## config.mk

```make
export PLATFORM = sky130hd
export DESIGN_NAME = dot_row_scheduler
export DESIGN_NICKNAME = d
export VERILOG_FILES = /design/src/rtl/dot_row_scheduler_pkg.sv /design/src/rtl/dot_row_scheduler_fp_relu.sv /design/src/rtl/dot_row_scheduler.sv
export SDC_FILE = /design/constraint.sdc
export NUM_CORES = 1
export LEC_CHECK = 0
export ABC_AREA = 1
export CORE_MARGIN = 1.5
export CORE_UTILIZATION = 30
export DETAILED_ROUTE_END_ITERATION = 8
export PLACE_DENSITY_LB_ADDON = 0.12
export SYNTH_ARGS = -nofsm -noshare
export SYNTH_HDL_FRONTEND = slang
export SYNTH_SLANG_ARGS = --single-unit
```

## constraint.sdc

```tcl
create_clock -name clk -period 2.1 [get_ports clk]
set_input_delay 0.315 -clock clk [delete_from_list [all_inputs] [get_ports clk]]
set_output_delay 0.315 -clock clk [all_outputs]
set_load 0.005 [all_outputs]
```

## src/rtl/dot_row_scheduler_pkg.sv

```systemverilog
// Shared definitions for the dot-product row scheduler and future layer controllers:
// FSM state encodings, FP32 constants and the row-index width helper.
package dot_row_scheduler_pkg;

    localparam int unsigned FP32_W = 32;
    localparam logic [FP32_W-1:0] FP_POS_ZERO = 32'h0000_0000;

    typedef enum logic [2:0] {
        ST_IDLE  = 3'd0,
        ST_ISSUE = 3'd1,
        ST_WAIT  = 3'd2,
        ST_WRITE = 3'd3,
        ST_DONE  = 3'd4
    } sched_state_e;

    // Row index width: clog2 of the row count, never narrower than one bit.
    function automatic int unsigned row_idx_w(input int unsigned rows);
        return (rows > 1) ? $clog2(rows) : 1;
    endfunction

endpackage

```

## src/rtl/dot_row_scheduler_fp_relu.sv

```systemverilog
// FP32 ReLU: negative values become +0.0, -0.0 and non-negative values pass unchanged.
// Only compiled when DOT_ROW_SCHED_RELU_EN is defined.
`ifdef DOT_ROW_SCHED_RELU_EN
module fp_relu
    import dot_row_scheduler_pkg::*;
(
    input  logic [FP32_W-1:0] i_val,
    output logic [FP32_W-1:0] o_val_c
);

    always_comb begin
        o_val_c = i_val;
        if (i_val[FP32_W-1] && (i_val[FP32_W-2:0] != '0)) begin
            o_val_c = FP_POS_ZERO;
        end
    end

endmodule
`endif

```

## src/rtl/dot_row_scheduler.sv

```systemverilog
// Sequences one shared dot-product engine over the rows of a job, one row in flight,
// writing each fp32 result to the layer output buffer. DOT_ROW_SCHED_RELU_EN adds ReLU.
module dot_row_scheduler
    import dot_row_scheduler_pkg::*;
#(
    parameter  int unsigned ROWS   = 16,
    parameter  int unsigned BUFLEN = 64,
    localparam int unsigned RW     = row_idx_w(ROWS),
    localparam int unsigned CW     = RW + 1
)(
    input  logic              clk,
    input  logic              rst_n,
    input  logic              i_start,
    input  logic              i_abort,
    input  logic [31:0]       i_job_rows,
    input  logic [31:0]       i_job_vlen,
    output logic              o_busy,
    output logic              o_done,
    output logic              o_err_vlen,
    output logic [RW-1:0]     o_eng_row,
    output logic [31:0]       o_eng_vlen,
    output logic              o_eng_start,
    input  logic              i_eng_done,
    input  logic [FP32_W-1:0] i_eng_result,
    output logic              o_res_we,
    output logic [RW-1:0]     o_res_addr,
    output logic [FP32_W-1:0] o_res_data
);

    sched_state_e      r_state;
    sched_state_e      w_state_nxt;
    logic [RW-1:0]     r_row;
    logic [RW-1:0]     w_row_nxt;
    logic [CW-1:0]     r_rows_q;
    logic [CW-1:0]     w_rows_clamp;
    logic [31:0]       w_vlen_clamp;
    logic              w_vlen_over;
    logic              w_accept;
    logic              w_last_row;
    logic              w_in_job;
    logic [FP32_W-1:0] w_result;

    logic              r_busy;
    logic              r_done;
    logic              r_err_vlen;
    logic [31:0]       r_eng_vlen;
    logic              r_eng_start;
    logic              r_res_we;
    logic [FP32_W-1:0] r_res_data;

    // Result path: optional ReLU folded in front of the capture register.
`ifdef DOT_ROW_SCHED_RELU_EN
    fp_relu u_fp_relu (
        .i_val   (i_eng_result),
        .o_val_c (w_result)
    );
`else
    assign w_result = i_eng_result;
`endif

    assign w_accept     = (r_state == ST_IDLE) && i_start && !i_abort;
    assign w_vlen_over  = i_job_vlen > 32'(BUFLEN);
    assign w_vlen_clamp = w_vlen_over ? 32'(BUFLEN) : i_job_vlen;
    assign w_rows_clamp = (i_job_rows > 32'(ROWS)) ? CW'(ROWS) : CW'(i_job_rows);
    assign w_last_row   = (CW'(r_row) + CW'(1)) >= r_rows_q;
    assign w_in_job     = (r_state == ST_ISSUE) || (r_state == ST_WAIT) || (r_state == ST_WRITE);

    // State register.
    always_ff @(posedge clk or negedge rst_n) begin
        if (!rst_n) begin
            r_state <= ST_IDLE;
        end else begin
            r_state <= w_state_nxt;
        end
    end

    // Next state and row counter.
    always_comb begin
        w_state_nxt = r_state;
        w_row_nxt   = r_row;
        case (r_state)
            ST_IDLE: begin
                if (w_accept) begin
                    w_row_nxt   = '0;
                    w_state_nxt = (w_rows_clamp == '0) ? ST_DONE : ST_ISSUE;
                end
            end
            ST_ISSUE: w_state_nxt = ST_WAIT;
            ST_WAIT: begin
                if (i_eng_done) begin
                    w_state_nxt = ST_WRITE;
                end
            end
            ST_WRITE: begin
                if (w_last_row) begin
                    w_state_nxt = ST_DONE;
                end else begin
                    w_row_nxt   = r_row + RW'(1);
                    w_state_nxt = ST_ISSUE;
                end
            end
            ST_DONE: w_state_nxt = ST_IDLE;
            default: w_state_nxt = ST_IDLE;
        endcase
        if (i_abort && w_in_job) begin
            w_state_nxt = ST_IDLE;
            w_row_nxt   = r_row;
        end
    end

    // Outputs are registered from the next state so strobes line up with the state they mark.
    always_ff @(posedge clk or negedge rst_n) begin
        if (!rst_n) begin
            r_row       <= '0;
            r_rows_q    <= '0;
            r_busy      <= 1'b0;
            r_done      <= 1'b0;
            r_err_vlen  <= 1'b0;
            r_eng_vlen  <= '0;
            r_eng_start <= 1'b0;
            r_res_we    <= 1'b0;
            r_res_data  <= FP_POS_ZERO;
        end else begin
            r_row       <= w_row_nxt;
            r_busy      <= (w_state_nxt == ST_ISSUE) || (w_state_nxt == ST_WAIT)
                           || (w_state_nxt == ST_WRITE);
            r_done      <= w_state_nxt == ST_DONE;
            r_eng_start <= w_state_nxt == ST_ISSUE;
            r_res_we    <= w_state_nxt == ST_WRITE;
            if (w_accept) begin
                r_rows_q   <= w_rows_clamp;
                r_eng_vlen <= w_vlen_clamp;
                r_err_vlen <= w_vlen_over;
            end
            if ((r_state == ST_WAIT) && (w_state_nxt == ST_WRITE)) begin
                r_res_data <= w_result;
            end
        end
    end

    assign o_busy      = r_busy;
    assign o_done      = r_done;
    assign o_err_vlen  = r_err_vlen;
    assign o_eng_row   = r_row;
    assign o_eng_vlen  = r_eng_vlen;
    assign o_eng_start = r_eng_start;
    assign o_res_we    = r_res_we;
    assign o_res_addr  = r_row;
    assign o_res_data  = r_res_data;

endmodule

```

### Word-level counts from Yosys, hierarchy flattened

Cells that the tools add are included.

* bits in registers: 81
* output and inout bits: 77

* multiplexer cells: 11
* reduce and logical (&&, ||, !) cells: 13
* add/sub/neg operators: 2
* $lt $le $gt $ge: 3
* bitwise operators: 1
* eq/ne operators: 9

Operator list (count)
* greater-than comparator 32 x 5 -> 1 bit (second input constant): 1
* greater-than comparator 32 x 7 -> 1 bit (second input constant): 1
* two-way mux 32 bit: 1
* two-way mux 3 bit: 5
* == test 3 x 2 -> 1 bit (second input constant): 4
* case mux 3 bit (4 select lines): 1
* two-way mux 4 bit: 2
* case mux 4 bit (2 select lines): 1
* == test 3 x 1 -> 1 bit (second input constant): 2
* adder 4 x 1 -> 5 bit (second input constant): 1
* >= comparator 5 bit: 1
* zero test 5 bit: 1
* two-way mux 5 bit: 1
* adder 4 x 1 -> 4 bit (second input constant): 1
* logical AND 1 bit: 4
* logical OR 1 bit: 4
* inequality test 2 bit (second input constant): 2
* AND reduction 4 bit: 1
* == test 3 bit (second input constant): 1
* zero test 3 bit: 1
* nonzero test 2 bit: 1
* zero test 1 bit: 1
* inverter 1 bit: 1

### Logic depth before layout (Yosys ltp)

* word-level depth: 10
* mapped depth: 15
* mapped depth without buffers: 14

### Worst setup path before layout

OpenSTA, ideal clock, no wires.

* path type: register -> register
* start: register r_row[0] (netlist: o_eng_row[0])
* end: register r_res_data[22] (netlist: o_res_data[22])
* path buffers: 1
* cell stages (with the launch flop): 14
* library setup time: 117 ps
* arrival time: 2028 ps
* path slack: -46 ps
* required time: 1983 ps
* path through: dfrtp_1 ha_1 xor2_1 ha_1 a21oi_1 o21a_1 nand4_1 nand2_1 inv_1 nand2_4 nand3_4 buf_6 nand2_2 nand2_1

* cells in the longest elaborated chain, start to end: 7

Ends and longest elaborated chain
* from (decl): line dot_row_scheduler.sv:32 `logic [RW-1:0] r_row;`
* from (signal assigned): line dot_row_scheduler.sv:124 `r_row <= w_row_nxt;`
* adder 4 x 1 -> 5 bit: line dot_row_scheduler.sv:65 `assign w_last_row = (CW'(r_row) + CW'(1)) >= r_rows_q;`
* >= comparator 5 bit: line dot_row_scheduler.sv:65
* two-way mux 3 bit: line dot_row_scheduler.sv:95 `if (w_last_row) begin`
* case mux 3 bit (4 select lines): line dot_row_scheduler.sv:81 `case (r_state)`
* two-way mux 3 bit: line dot_row_scheduler.sv:105 `if (i_abort && w_in_job) begin`
* == test 3 x 2 -> 1 bit: line dot_row_scheduler.sv:135 `if ((r_state == ST_WAIT) && (w_state_nxt == ST_WRITE)) begin`
* logical AND 1 bit: line dot_row_scheduler.sv:135
* to (signal assigned): line dot_row_scheduler.sv:136 `r_res_data <= w_result;`
* to (decl): line dot_row_scheduler.sv:49 `logic [FP32_W-1:0] r_res_data;`

Every way passes these cells.
A chain may end at the register's enable or synchronous reset.

### Worst setup path in the final report

* start: register r_row[1] (netlist: o_eng_row[1])
* end: register r_res_data[17] (netlist: o_res_data[17])

Same word-level chain as after synthesis.

==> impl_results.md <==
* Outcome: finished, violations left
* Violated checks: negative setup slack
* First-pass GRT wire length at 16.6 mm
* Mapped Cells at around 400
* Synth Area in Compound Gates at approximately 3.5%
* Die footprint at approximately 13,000 µm²
* Post-synth top area share at between 50 and 60%
* Mapped Avg Cell Area at about 8.8 µm²
* Critical path class: flip-flop to flip-flop
* XOR/XNOR share of the synthesized area at 0.486%
* Fill count at about 1,100
* Net Sw Power at roughly 1.7 mW
* Clock Latency Late Sink at roughly 340 ps
* Main area contributors after synthesis: dfrtp_1 56%, nand2_1 14%, nand4_1 6.4%
* H-tree depth at 3
* Internal power at a little under 4 mW
* Core area at about 12,000 µm²
* Max-cap viol count at 0
* Grt total ovfl at 0
* Routed WL at 10.1 mm
* Final hold vios at 0
* Pin count of the biggest net entering global routing at 52
* Tcrit/Tclk final at 105%
* Final setup fails at 33
* Iter 0 DRT Violations at 182
* Pre-antenna DRT Iters at 4
* Worst Path Arrival at around 2500 ps
* Clk pwr share at 28.3%
* Critical Path Max Stage Delay at 450 ps
* Syn nets at just over 500
* Routed wire per std cell at approximately 13 µm
* P&R area growth vs syn at 67.5%
* Clk buf depth at 2
* Slew @ Worst Pin at 431 ps
* Max VDD drop at between 400 and 500 µV
* Maximum clock rate at roughly 450 MHz
* Switch share at 30.6%
* Crit path max fanout at 19
* PwrDens at 920 nW/µm²
* Vias per cell at ~4.6
* Tot GR Track Use at roughly 17%
* Warnings from Yosys at 0
* Met3 Wirelength at 1.01 mm
* Tmin final at about 2200 ps
* Post-route cell area at just over 6000 µm²
* Initial Util at 31.2%
* Reg power frac at between 30% and 40%
* Seq cells post-synth at between 80 and 90
* Sequential element share of the synthesized area at 56.2%
* Final HPWL DP at between 7 and 8 mm
* Relative slew slack at between 70% and 80%
* Area after DPL at ~5700 µm²
* Adder-Cell Fraction of Synth Area at under 10%
* RSZ-0062 raised after global routing: true
* CP cell instances: ha_4, nand2_1, nor2_2, ha_1, a21oi_1, o21a_1, nand4_1, nand2_1, inv_2, nand2_4, nand3_4, buf_12, nand2_1, nand2_1
* DR top layer: met4
* Post-synthesis simple-gate area fraction at 29.6%
* Die W at 113 µm
* Height of the die at around 110 µm
* GP Congestion at 0.797
* Met1 Routed Length at just over 4 mm
* Startpoint Class: flip-flop
* Combinational fraction of design power at about a third
* Req. time, crit path at 2340 ps
* Tot Pwr at around 5.6 mW
* HP Class: input port to async pin
* # DRC at 0
* Mapped Area at approximately 3600 µm²
* Clock Sinks at a little over 80
* Main combinational cell family by area after synthesis: simple AND/OR/NAND/NOR gates
* Fraction of layout cells with a size suffix above 1 at between 10% and 20%
* Mux cell area share after synthesis at 0%
* Ports at ~180
* Final clock skew at a little over 3 ps
* Total negative slack at -3140 ps
* Antenna Nets Post-Route at 0
* # rows at 39
* CP Capture Type: flip-flop
* Layout Nets at 711
* Most used cell, CP: nand2_1
* Yosys cell types at 27
* IO Port Bufs at about 180
* Worst-path clk slew at about 60 ps
* Vias in the first global route at approximately 3,400
* ANT cells at 0
* Worst setup margin at -115 ps
* Met2 wire length at around 4.7 mm
* Initial antenna violation count at 0
* Pleak at approximately 2.9 nW
* Num CTS Buffers at 9
* Max Slew Vio Count at 0
* Root buf cell: clkbuf_16
* Synth area leader: dfrtp_1
* CP max stage cell: dfrtp_2
* Via Count at around 3,500
* CTS tree: built
## placed cells by master (no fill, tap or decap), types with 2 or more instances in the layout
cell,instances
nor2_1,32
nand2_1,127
ha_1,4
a21oi_1,4
xor2_2,2
clkinvlp_4,2
buf_12,5
clkdlybuf4s50_1,176
inv_1,40
o21ai_0,13
clkinv_1,3
buf_4,21
clkbuf_16,9
dfrtp_2,2
nor4_1,5
and2_1,2
a32o_1,2
nand4_1,37
nand3_1,10
ha_4,2
nand2_2,13
dfrtp_1,79
nor3_1,3
## cell usage after synthesis (all sizes together)
| cell type | instances |
|---|---|
| buf | 12 |
| dfrtp | 81 |
| nand3 | 12 |
| inv | 41 |
| xor2 | 2 |
| o21a | 1 |
| o21ai | 14 |
| nor4 | 5 |
| a21oi | 4 |
| nor2 | 34 |
| nand4 | 37 |
| nand2 | 141 |
| clkinv | 3 |
| ha | 6 |
| a32o | 2 |
| clkbuf | 9 |
| and2 | 2 |
| a211oi | 1 |
| nor3 | 3 |
| nor3b | 1 |
## layer usage
metal / up-vias / track usage (%)
met3: 19 / 7.02
met2: 146 / 26.3
met4: 0 / 6.58
li1: 1704 / -
met5: - / 0
met1: 1581 / 20.1
## registers in the layout, indices dropped and copies added, names as in the netlist
register,cells
o_done,1
o_err_vlen,1
o_res_we,1
r_rows_q,5
o_eng_start,1
o_eng_row,4
o_res_data,32
o_eng_vlen,32
r_state,3
o_busy,1
## power by group through the flow
stage / sequential [mW] / clock (mW) / combinational, mW
global route: 2.15 / 1.69 / 2.08
CTS: 2.10 / 1.63 / 1.90
detailed placement: 2.13 / 0 / 1.90
finish: 2.10 / 1.57 / 1.89
floorplan: 2.13 / 0 / 0.736
global placement: 2.12 / 0 / 1.87
## cell type report
type                       instances  area [µm²]  share of cell area [%]
tap                              143         179                    2.96
clock buffer                      10         229                    3.79
multi-input combinational        265        1340                    22.2
clock inverter                     6        67.6                    1.12
timing repair buffer             203        2030                    33.6
inverter                          44         165                    2.73
sequential                        81        2030                    33.6
## path summary, 6_finish.rpt
check	slack, ps	endpoint	startpoint	cells past startpoint
setup / recovery	-120	o_res_data[17]$_DFFE_PN0P_	o_eng_row[1]$_DFFE_PN0P_	14
setup reg to reg	-120	o_res_data[17]$_DFFE_PN0P_	o_eng_row[1]$_DFFE_PN0P_	14
hold reg to reg	460	o_eng_vlen[27]$_DFFE_PN0P_	o_eng_vlen[27]$_DFFE_PN0P_	2
min in group clk	460	o_eng_vlen[27]$_DFFE_PN0P_	o_eng_vlen[27]$_DFFE_PN0P_	2
max in group asynchronous	1040	o_eng_row[2]$_DFFE_PN0P_	rst_n	3
hold / removal	450	o_eng_vlen[21]$_DFFE_PN0P_	rst_n	2
## stage by stage
step	setup WS (ps)	instances	utilization, %	hold WS [ps]
3_3_place_gp	-22.0	733	49.0	276
4_1_cts	-85.7	750	51.6	455
3_5_place_dp	-77.2	733	49.0	286
5_1_grt	-246	752	52.2	483
2_1_floorplan	-9.83	411	-	19.4
6_report	-115	752	52.2	445
## critical path: cells and delay by family (launching register included)
kind	cells	cell delay (ps)
compound gates	2	340
fa+ha+maj	2	480
buf+inv	2	210
flops	1	450
simple gates	8	600
## cell families (layout without fill, tap and decap cells)
| logic type | after synthesis | in the layout |
|---|---|---|
| compound gates | 22 | 22 |
| xor+xnor | 2 | 2 |
| fa+ha+maj | 6 | 6 |
| buf+inv | 65 | 263 |
| flops | 81 | 81 |
| simple gates | 235 | 235 |
## repair_timing
item	CTS	global route
hold endpoints to repair	30	0
pin swaps	0	1
cloned	0	0
endpoints found under the setup margin	32	36
hold buffers	1	0
setup buffers	0	2
resized for setup	1	10
Note: power is estimated with default switching activity, not from simulation.
